### config.mk
export PLATFORM = sky130hd
export DESIGN_NAME = conf_chain_loader
export DESIGN_NICKNAME = d
export VERILOG_FILES = /design/src/rtl/conf_pkg.sv /design/src/rtl/conf_phase_gen.sv /design/src/rtl/conf_chain_loader.sv
export SDC_FILE = /design/constraint.sdc
export NUM_CORES = 1
export LEC_CHECK = 0
export CORE_MARGIN = 3
export CORE_UTILIZATION = 50
export DETAILED_ROUTE_END_ITERATION = 10
export HOLD_SLACK_MARGIN = 0.06
export PLACE_DENSITY = 0.77
export SYNTH_ARGS = -nofsm -noshare
export SYNTH_HDL_FRONTEND = slang
export SYNTH_SLANG_ARGS = --single-unit
### constraint.sdc
create_clock -name CLK -period 3.9 [get_ports CLK]
set_input_delay 1.17 -clock CLK [delete_from_list [all_inputs] [get_ports CLK]]
set_output_delay 1.17 -clock CLK [all_outputs]
set_load 0.05 [all_outputs]
### src/rtl/conf_pkg.sv
`default_nettype none
// conf_pkg: state encoding, default sizing and bit-timing helper shared by the
// configuration chain loader and its phase generator.
package conf_pkg;

  typedef enum logic [2:0] {
    ST_IDLE  = 3'd0,
    ST_FETCH = 3'd1,
    ST_SETUP = 3'd2,
    ST_PH_A  = 3'd3,
    ST_GAP_A = 3'd4,
    ST_PH_B  = 3'd5,
    ST_GAP_B = 3'd6,
    ST_DONE  = 3'd7
  } conf_state_t;

  localparam int DEFAULT_DATA_WIDTH = 32;
  localparam int DEFAULT_PULSE_W    = 2;
  localparam int DEFAULT_GAP_W      = 1;

  function automatic int bit_period(input int pulse_w, input int gap_w);
    return 1 + 2 * pulse_w + 2 * gap_w;
  endfunction

endpackage
`default_nettype wire

### src/rtl/conf_phase_gen.sv
`default_nettype none
// conf_phase_gen: per-bit strobe sequencer SETUP -> PH_A -> GAP_A -> PH_B -> GAP_B,
// with a bit_done flag on the final GAP_B cycle so the next bit can chain in.
module conf_phase_gen
  import conf_pkg::*;
#(
  parameter int PULSE_W = DEFAULT_PULSE_W,
  parameter int GAP_W   = DEFAULT_GAP_W
) (
  input  logic CLK,
  input  logic resetn,
  input  logic clear,
  input  logic step,
  output logic bit_done,
  output logic conf_clk,
  output logic conf_mode
);

  localparam int TIMER_MAX = (PULSE_W > GAP_W) ? PULSE_W : GAP_W;
  localparam int TIMER_W   = (TIMER_MAX > 1) ? $clog2(TIMER_MAX) : 1;
  localparam logic [TIMER_W-1:0] PULSE_LAST = TIMER_W'(PULSE_W - 1);
  localparam logic [TIMER_W-1:0] GAP_LAST   = TIMER_W'(GAP_W - 1);

  conf_state_t        phase;
  conf_state_t        phase_next;
  logic [TIMER_W-1:0] timer;
  logic               phase_last;
  logic               clk_d;
  logic               mode_d;

  always_ff @(posedge CLK) begin
    if (!resetn) begin
      phase     <= ST_IDLE;
      timer     <= '0;
      conf_clk  <= 1'b0;
      conf_mode <= 1'b0;
    end else begin
      phase     <= phase_next;
      timer     <= (phase_next == phase) ? timer + 1'b1 : '0;
      conf_clk  <= clk_d;
      conf_mode <= mode_d;
    end
  end

  always_comb begin
    case (phase)
      ST_SETUP:           phase_last = 1'b1;
      ST_PH_A, ST_PH_B:   phase_last = (timer == PULSE_LAST);
      ST_GAP_A, ST_GAP_B: phase_last = (timer == GAP_LAST);
      default:            phase_last = 1'b0;
    endcase

    phase_next = phase;
    if (clear) begin
      phase_next = ST_IDLE;
    end else begin
      case (phase)
        ST_IDLE:  if (step) phase_next = ST_SETUP;
        ST_SETUP: phase_next = ST_PH_A;
        ST_PH_A:  if (phase_last) phase_next = ST_GAP_A;
        ST_GAP_A: if (phase_last) phase_next = ST_PH_B;
        ST_PH_B:  if (phase_last) phase_next = ST_GAP_B;
        // A step on the last gap cycle goes straight to the next SETUP.
        ST_GAP_B: if (phase_last) phase_next = step ? ST_SETUP : ST_IDLE;
        default:  phase_next = ST_IDLE;
      endcase
    end
  end

  always_comb begin
    bit_done = (phase == ST_GAP_B) && phase_last;
    clk_d    = (phase_next == ST_PH_A);
    mode_d   = (phase_next == ST_PH_B);
  end

endmodule
`default_nettype wire

### src/rtl/conf_chain_loader.sv
`default_nettype none
// conf_chain_loader: fetches configuration words and shifts CHAIN_LEN bits MSB
// first into a two-phase latch chain; ST_SETUP here spans a whole bit in flight.
module conf_chain_loader
  import conf_pkg::*;
#(
  parameter int DATA_WIDTH = DEFAULT_DATA_WIDTH,
  parameter int CHAIN_LEN  = 1024,
  parameter int PULSE_W    = DEFAULT_PULSE_W,
  parameter int GAP_W      = DEFAULT_GAP_W
) (
  input  logic                  CLK,
  input  logic                  resetn,
  input  logic                  start,
  input  logic                  abort,
  input  logic [DATA_WIDTH-1:0] word_data,
  input  logic                  word_valid,
  output logic                  word_ready,
  output logic                  CONFin,
  output logic                  conf_clk,
  output logic                  conf_mode,
  output logic                  busy,
  output logic                  done
);

  localparam int CNT_W = (CHAIN_LEN > 1) ? $clog2(CHAIN_LEN) : 1;
  localparam int WB_W  = (DATA_WIDTH > 1) ? $clog2(DATA_WIDTH) : 1;
  localparam logic [CNT_W-1:0] LAST_BIT = CNT_W'(CHAIN_LEN - 1);
  localparam logic [WB_W-1:0]  TOP_BIT  = WB_W'(DATA_WIDTH - 1);

  conf_state_t           state;
  conf_state_t           state_next;
  logic [DATA_WIDTH-1:0] shreg;
  logic [DATA_WIDTH-1:0] shreg_shift;
  logic [CNT_W-1:0]      bit_cnt;
  logic [WB_W-1:0]       word_bit;
  logic                  bit_done;
  logic                  step;
  logic                  accept;
  logic                  advance;
  logic                  count_up;

  assign shreg_shift = shreg << 1;

  always_ff @(posedge CLK) begin
    if (!resetn) begin
      state    <= ST_IDLE;
      shreg    <= '0;
      bit_cnt  <= '0;
      word_bit <= '0;
      CONFin   <= 1'b0;
      busy     <= 1'b0;
      done     <= 1'b0;
    end else begin
      state <= state_next;
      busy  <= (state_next != ST_IDLE);
      done  <= (state_next == ST_DONE);

      if (state == ST_IDLE) begin
        bit_cnt <= '0;
      end else if (count_up) begin
        bit_cnt <= bit_cnt + 1'b1;
      end

      if (accept) begin
        shreg    <= word_data;
        word_bit <= TOP_BIT;
      end else if (advance) begin
        shreg    <= shreg_shift;
        word_bit <= word_bit - 1'b1;
      end

      // The serial bit is set up on SETUP entry and held until the next one.
      if (state_next == ST_IDLE || state_next == ST_DONE) begin
        CONFin <= 1'b0;
      end else if (accept) begin
        CONFin <= word_data[DATA_WIDTH-1];
      end else if (advance) begin
        CONFin <= shreg_shift[DATA_WIDTH-1];
      end
    end
  end

  always_comb begin
    state_next = state;
    accept     = 1'b0;
    advance    = 1'b0;
    count_up   = 1'b0;
    if (abort) begin
      state_next = ST_IDLE;
    end else begin
      case (state)
        ST_IDLE:  if (start) state_next = ST_FETCH;
        ST_FETCH: begin
          if (word_valid) begin
            state_next = ST_SETUP;
            accept     = 1'b1;
          end
        end
        ST_SETUP: begin
          if (bit_done) begin
            if (bit_cnt == LAST_BIT) begin
              state_next = ST_DONE;
            end else begin
              count_up = 1'b1;
              if (word_bit == '0) begin
                state_next = ST_FETCH;
              end else begin
                advance = 1'b1;
              end
            end
          end
        end
        ST_DONE:  state_next = ST_IDLE;
        default:  state_next = ST_IDLE;
      endcase
    end
  end

  always_comb begin
    word_ready = (state == ST_FETCH);
    step       = accept || advance;
  end

  conf_phase_gen #(
    .PULSE_W (PULSE_W),
    .GAP_W   (GAP_W)
  ) u_phase_gen (
    .CLK       (CLK),
    .resetn    (resetn),
    .clear     (abort),
    .step      (step),
    .bit_done  (bit_done),
    .conf_clk  (conf_clk),
    .conf_mode (conf_mode)
  );

endmodule
`default_nettype wire

# Word level (Yosys, flattened, before mapping)
# Index checks and enable logic that the tools add are counted.
# Widths: inputs -> output; s select.
word_totals:
  register_bits: 58
  latch_bits: 0
  ramBits: 0
  romBits: 0
  inputBits: 37
  out_inout_bits: 6
  word_cells: 76
  memories: 0
classes:
  n_addsub: 3
  n_mul: 0
  div: 0
  order_cmp: 0
  eq_ne: 12
  shifts: 0
  mux: 34
  bitwise: 2
  n_reduce_logical: 14
ops:
  columns: ["operator", "count"]
  rows:
  - ["$mux 31", 2]
  - ["$mux 3", 12]
  - ["$pmux 3 s6", 1]
  - ["$eq 3x3->1 const B", 5]
  - ["$mux 1", 14]
  - ["$eq 3x2->1 const B", 4]
  - ["$add 10x1->10 const B", 1]
  - ["$eq 10x10->1 const B", 1]
  - ["$mux 5", 2]
  - ["$logic_not 3->1", 3]
  - ["$pmux 3 s3", 1]
  - ["$reduce_or 2->1", 4]
  - ["$logic_not 5->1", 1]
  - ["$sub 5x1->5 const B", 1]
  - ["$eq 3x1->1 const B", 1]
  - ["$eq 3x3->1", 1]
  - ["$pmux 1 s3", 1]
  - ["$reduce_bool 3->1", 1]
  - ["$logic_or 1x1->1", 2]
  - ["$mux 2", 1]
  - ["$not 1->1", 2]
  - ["$reduce_and 2->1", 1]
  - ["$reduce_bool 2->1", 1]
  - ["$add 1x1->1 const B", 1]
  - ["$logic_and 1x1->1", 1]

# Logic depth before layout (Yosys ltp)
logic_depth:
  word_depth: 14
  ltp_mapped: 9

# Cells and area by module
# Synthesis repeated with hierarchy kept, for this count alone.
unflattened:
  cells_unflattened: 292
  hier_area_um2: 2756.4
modules_own_cells:
  columns: ["mod", "n_inst", "cells_each", "area_each_um2", "seq_area_each_um2"]
  rows:
  - ["conf_chain_loader", 1, 258, 2469.9, 1041.0]
  - ["conf_phase_gen", 1, 34, 286.5, 120.1]

# Worst setup path before layout
# OpenSTA, ideal clock, no wires.
synth_path:
  path_type: "input -> register"
  start: "in resetn"
  end: "reg CONFin"
  arrival_ps: 2210
  required_time_ps: 3830
  slack_ps: 1620
  cell_stages: 7
  path_buffers: 2
  cell_sequence: "clkbuf_1 > nand2b_1 > clkbuf_1 > a211o_1 > nor2_1 > o31ai_1 > a21oi_1"
synth_via:
  elab_chain_cells: 2
synth_rtl:
  columns: ["item", "line", "source"]
  rows:
  - ["from (decl)", "conf_chain_loader.sv:13", "input logic resetn,"]
  - ["$not 1->1 (no source line)", null, null]
  - ["$reduce_or 2->1 (no source line)", null, null]
  - ["to (signal assigned)", "conf_chain_loader.sv:77", "CONFin <= word_data[DATA_WIDTH-1];"]
  - ["to (signal assigned)", "conf_chain_loader.sv:79", "CONFin <= shreg_shift[DATA_WIDTH-1];"]
  - ["to (decl)", "conf_chain_loader.sv:19", "output logic CONFin,"]
# Every way passes these cells.
# A chain may end at the register's enable or synchronous reset.

# Final worst setup path
layout_path:
  start: "reg state[0]"
  end: "out word_ready"
layout_via:
  elab_chain_cells: 1
layout_rtl:
  columns: ["item", "line", "source"]
  rows:
  - ["from (decl)", "conf_chain_loader.sv:31", "conf_state_t state;"]
  - ["from (signal assigned)", "conf_chain_loader.sv:55", "state <= state_next;"]
  - ["$eq 3x1->1", "conf_chain_loader.sv:121", "word_ready = (state == ST_FETCH);"]
  - ["to (decl)", "conf_chain_loader.sv:18", "output logic word_ready,"]
# Every way passes these cells.

==> metrics.cfg <==
[outcome]
status=completed

[global_routing]
grt.total_usage=0.195
grt_pass1_vias=2111
grt_pass1_wl_microns=9360
grt_overflow=0
grt_max_degree=36
grt_antenna_before_repair=0

[clock_tree]
hold_buffers=0
ctsLongestPathBuffers=2
cts_setup_buffers=0
htree_levels=3
clk_latency_ns=0.33
cts_sinks=58
clockRootBuffer=clkbuf_8
path_clk_slew_ns=0.06
cts_tree=done
ctsResizeCount=0
numCtsBuffers=9

[pwr]
total_power_mw=1.31
power_density_nw_per_um2=413
p_leak_nw=1.08
ir_worst_vdd_v=0.000241

[synthesis]
synth_cell_types=41
syn_area_sq_um=2560
ys_warn_count=0
syn-num-nets=332
netlist_instances=292
syn_avg_cell_area_sq_um=8.77
ys_ff_latch=58
yosysSeqAreaShare=0.453

[place]
port_buffers=42
dp_hpwl_microns=3530
post-place-ws_ns=0.666
gp_congestion=0.817
placed_cells=382

[sta]
final_hold_viol_count=0
relSlewSlack=0.221
finClkSkew_ns=0.00631
min_period_over_period=0.746
post-route-min-period_ns=2.91
setup_viol=0
fmax_mhz=344
setup_tns_ns=0
slew_violations=0
grt_setup_unrepaired=no
worst_pin_slew_ns=1.16
fin_ws_ns=0.991

[setup_path]
timing.rr.start=u_phase_gen.phase[2]$_SDFF_PN0_
cp_top_family=buffers and inverters
end_kind=output pin
cp.arrival_ns=1.74
critPathMaxFanout=7
cp.required_ns=2.73
cp-start-kind=flop
r2r_end=word_bit[3]$_SDFFE_PN0P_
cpMaxStageDelayCell=clkdlybuf4s50_1
critPathBufInv=1
ff2ff_setup_slack_ns=1.72
crit_type=reg -> out
slowest_delay_ns=0.79
crit_chain=and2_1, clkdlybuf4s50_1
rr_worst_depth=5

[detailed_routing]
vias=2180
wl_microns=5390
drt_iter0_drc=115
dr.pass1.iters=4
drc=0
wl_per_cell_microns=13.6
post_drt_via_cell_ratio=5.49
final_antenna_net_count=0

[min_path]
hp-class=reg -> reg
holdPathStages=2
holdCritStartpoint=shreg[5]$_SDFFE_PN0P_
worst_hold_path.endpoint=shreg[5]$_SDFFE_PN0P_

[cells_and_area]
fin_nets=366
n_antenna_cell=0
area_growth_pct=23.8
final_cells=397
utilization=0.654
drive_above_1_share=0.0576

[floorplanning]
fp-row-count=25
die_w_microns=77.6
fp.coreArea_sq_um=4850
die-area_sq_um=6020
die_h_microns=77.6
initial_core_util=0.528
ios=43

[job]
cap_violations=0

flip-flops by register name, summed over array words and instances (netlist names), 3 cells and up:
signal             count
shreg                 31
u_phase_gen.phase      3
state                  3
bit_cnt               10
word_bit               5
stage by stage:
| stage | cell area, sq um | hold slack (ns) |
|---|---|---|
| 5_1_grt | 3170 | 0.471 |
| 3_3_place_gp | 2950 | 0.435 |
| 4_1_cts | 3170 | 0.456 |
| 3_5_place_dp | 2950 | 0.439 |
| 2_1_floorplan | 2560 | 0.425 |
| 6_report | 3170 | 0.453 |
tightest hold or removal path: cells and delay by family, from the launching register on:
kind | cells | cell delay [ns]
buffers and inverters | 1 | 0.05
flip-flops | 1 | 0.31
AO/OA/AOI/OAI | 1 | 0.05
synth_stat cells, drive strengths merged:
library cell / count / area share
a22oi: 25 / 0.073
nor4: 2 / 0.0049
ha: 3 / 0.015
a32oi: 1 / 0.0034
o21ai: 8 / 0.016
nor3b: 2 / 0.0059
a311oi: 1 / 0.0034
xnor2: 4 / 0.014
buf: 9 / 0.032
clkbuf: 11 / 0.016
inv: 9 / 0.013
nor3: 6 / 0.012
a2bb2oi: 1 / 0.0034
nor2b: 2 / 0.0049
nand2b: 2 / 0.0049
nor4b: 2 / 0.0068
nand3: 5 / 0.0098
o31ai: 2 / 0.0059
a21oi: 39 / 0.081
nand4b: 1 / 0.0034
o221ai: 2 / 0.0068
a211oi: 2 / 0.0059
mux2i: 5 / 0.020
o311ai: 1 / 0.0034
and2: 5 / 0.013
xor2: 8 / 0.027
nand4bb: 1 / 0.0044
a211o: 2 / 0.0068
or3: 1 / 0.0024
and3: 2 / 0.0049
o31a: 1 / 0.0068
nand2: 34 / 0.050
dfxtp: 58 / 0.45
nand4: 7 / 0.017
and4bb: 1 / 0.0049
nor2: 24 / 0.035
or4b: 1 / 0.0054
a31oi: 2 / 0.0049
placed cells by master, fill, tap and decap left out, types with 3 or more instances in the layout:
cell             synthesis  routed
nor3_1                   6       6
nand2_1                 34      34
clkbuf_8                 0      11
nand4_1                  7       7
xor2_1                   8       8
and2_1                   4       4
dfxtp_1                 58      58
nor2_1                  24      23
a21oi_1                 38      38
xnor2_1                  4       4
a22oi_1                 25      25
mux2i_1                  5       5
o21ai_0                  8       8
nand3_1                  5       5
ha_1                     3       3
clkdlybuf4s50_1          0      42
inv_1                    9       9
layout make-up:
type / count / area, sq um
well taps: 67 / 83.8
clock buffers: 13 / 159
multi-input cells: 205 / 1240
fillers: 423 / 1680
flip-flops and latches: 58 / 1160
repair buffers: 43 / 428
clock inverters: 2 / 60.1
inverters: 9 / 33.8
layer usage:
layer,track usage,vias to the layer above,wire length [microns]
met5,0,-,0
met4,0.0694,0,74
met3,0.0766,8,233
met2,0.325,54,2570
met1,0.226,1006,2520
li1,-,1112,-
power by group:
| part | switching [mW] | total (mW) | internal (mW) |
|---|---|---|---|
| registers | 0.00680 | 0.608 | 0.601 |
| clock network | 0.225 | 0.617 | 0.392 |
| logic | 0.0359 | 0.0838 | 0.0479 |
worst max path at each step:
stage | from | end | slack, ns | depth (start not counted)
finish | state[0]$_SDFF_PN0_ | word_ready | 0.99 | 2
detailed placement | abort | word_bit[3]$_SDFFE_PN0P_ | 0.67 | 6
global route | abort | u_phase_gen.timer$_SDFF_PN0_ | 0.73 | 6
floorplan | resetn | CONFin$_SDFFE_PP0P_ | 1.62 | 7
global placement | abort | word_bit[3]$_SDFFE_PN0P_ | 0.76 | 6
CTS | state[0]$_SDFF_PN0_ | word_ready | 0.96 | 2
kinds of logic after synthesis:
logic type / synth area share
adder cells (fa/ha/maj): 0.0147
flip-flops: 0.453
AO/OA/AOI/OAI: 0.220
AND/OR/NAND/NOR: 0.190
XOR/XNOR: 0.0410
buffers and inverters: 0.0615
multiplexers: 0.0195
Power figures use the tool's default switching activity.
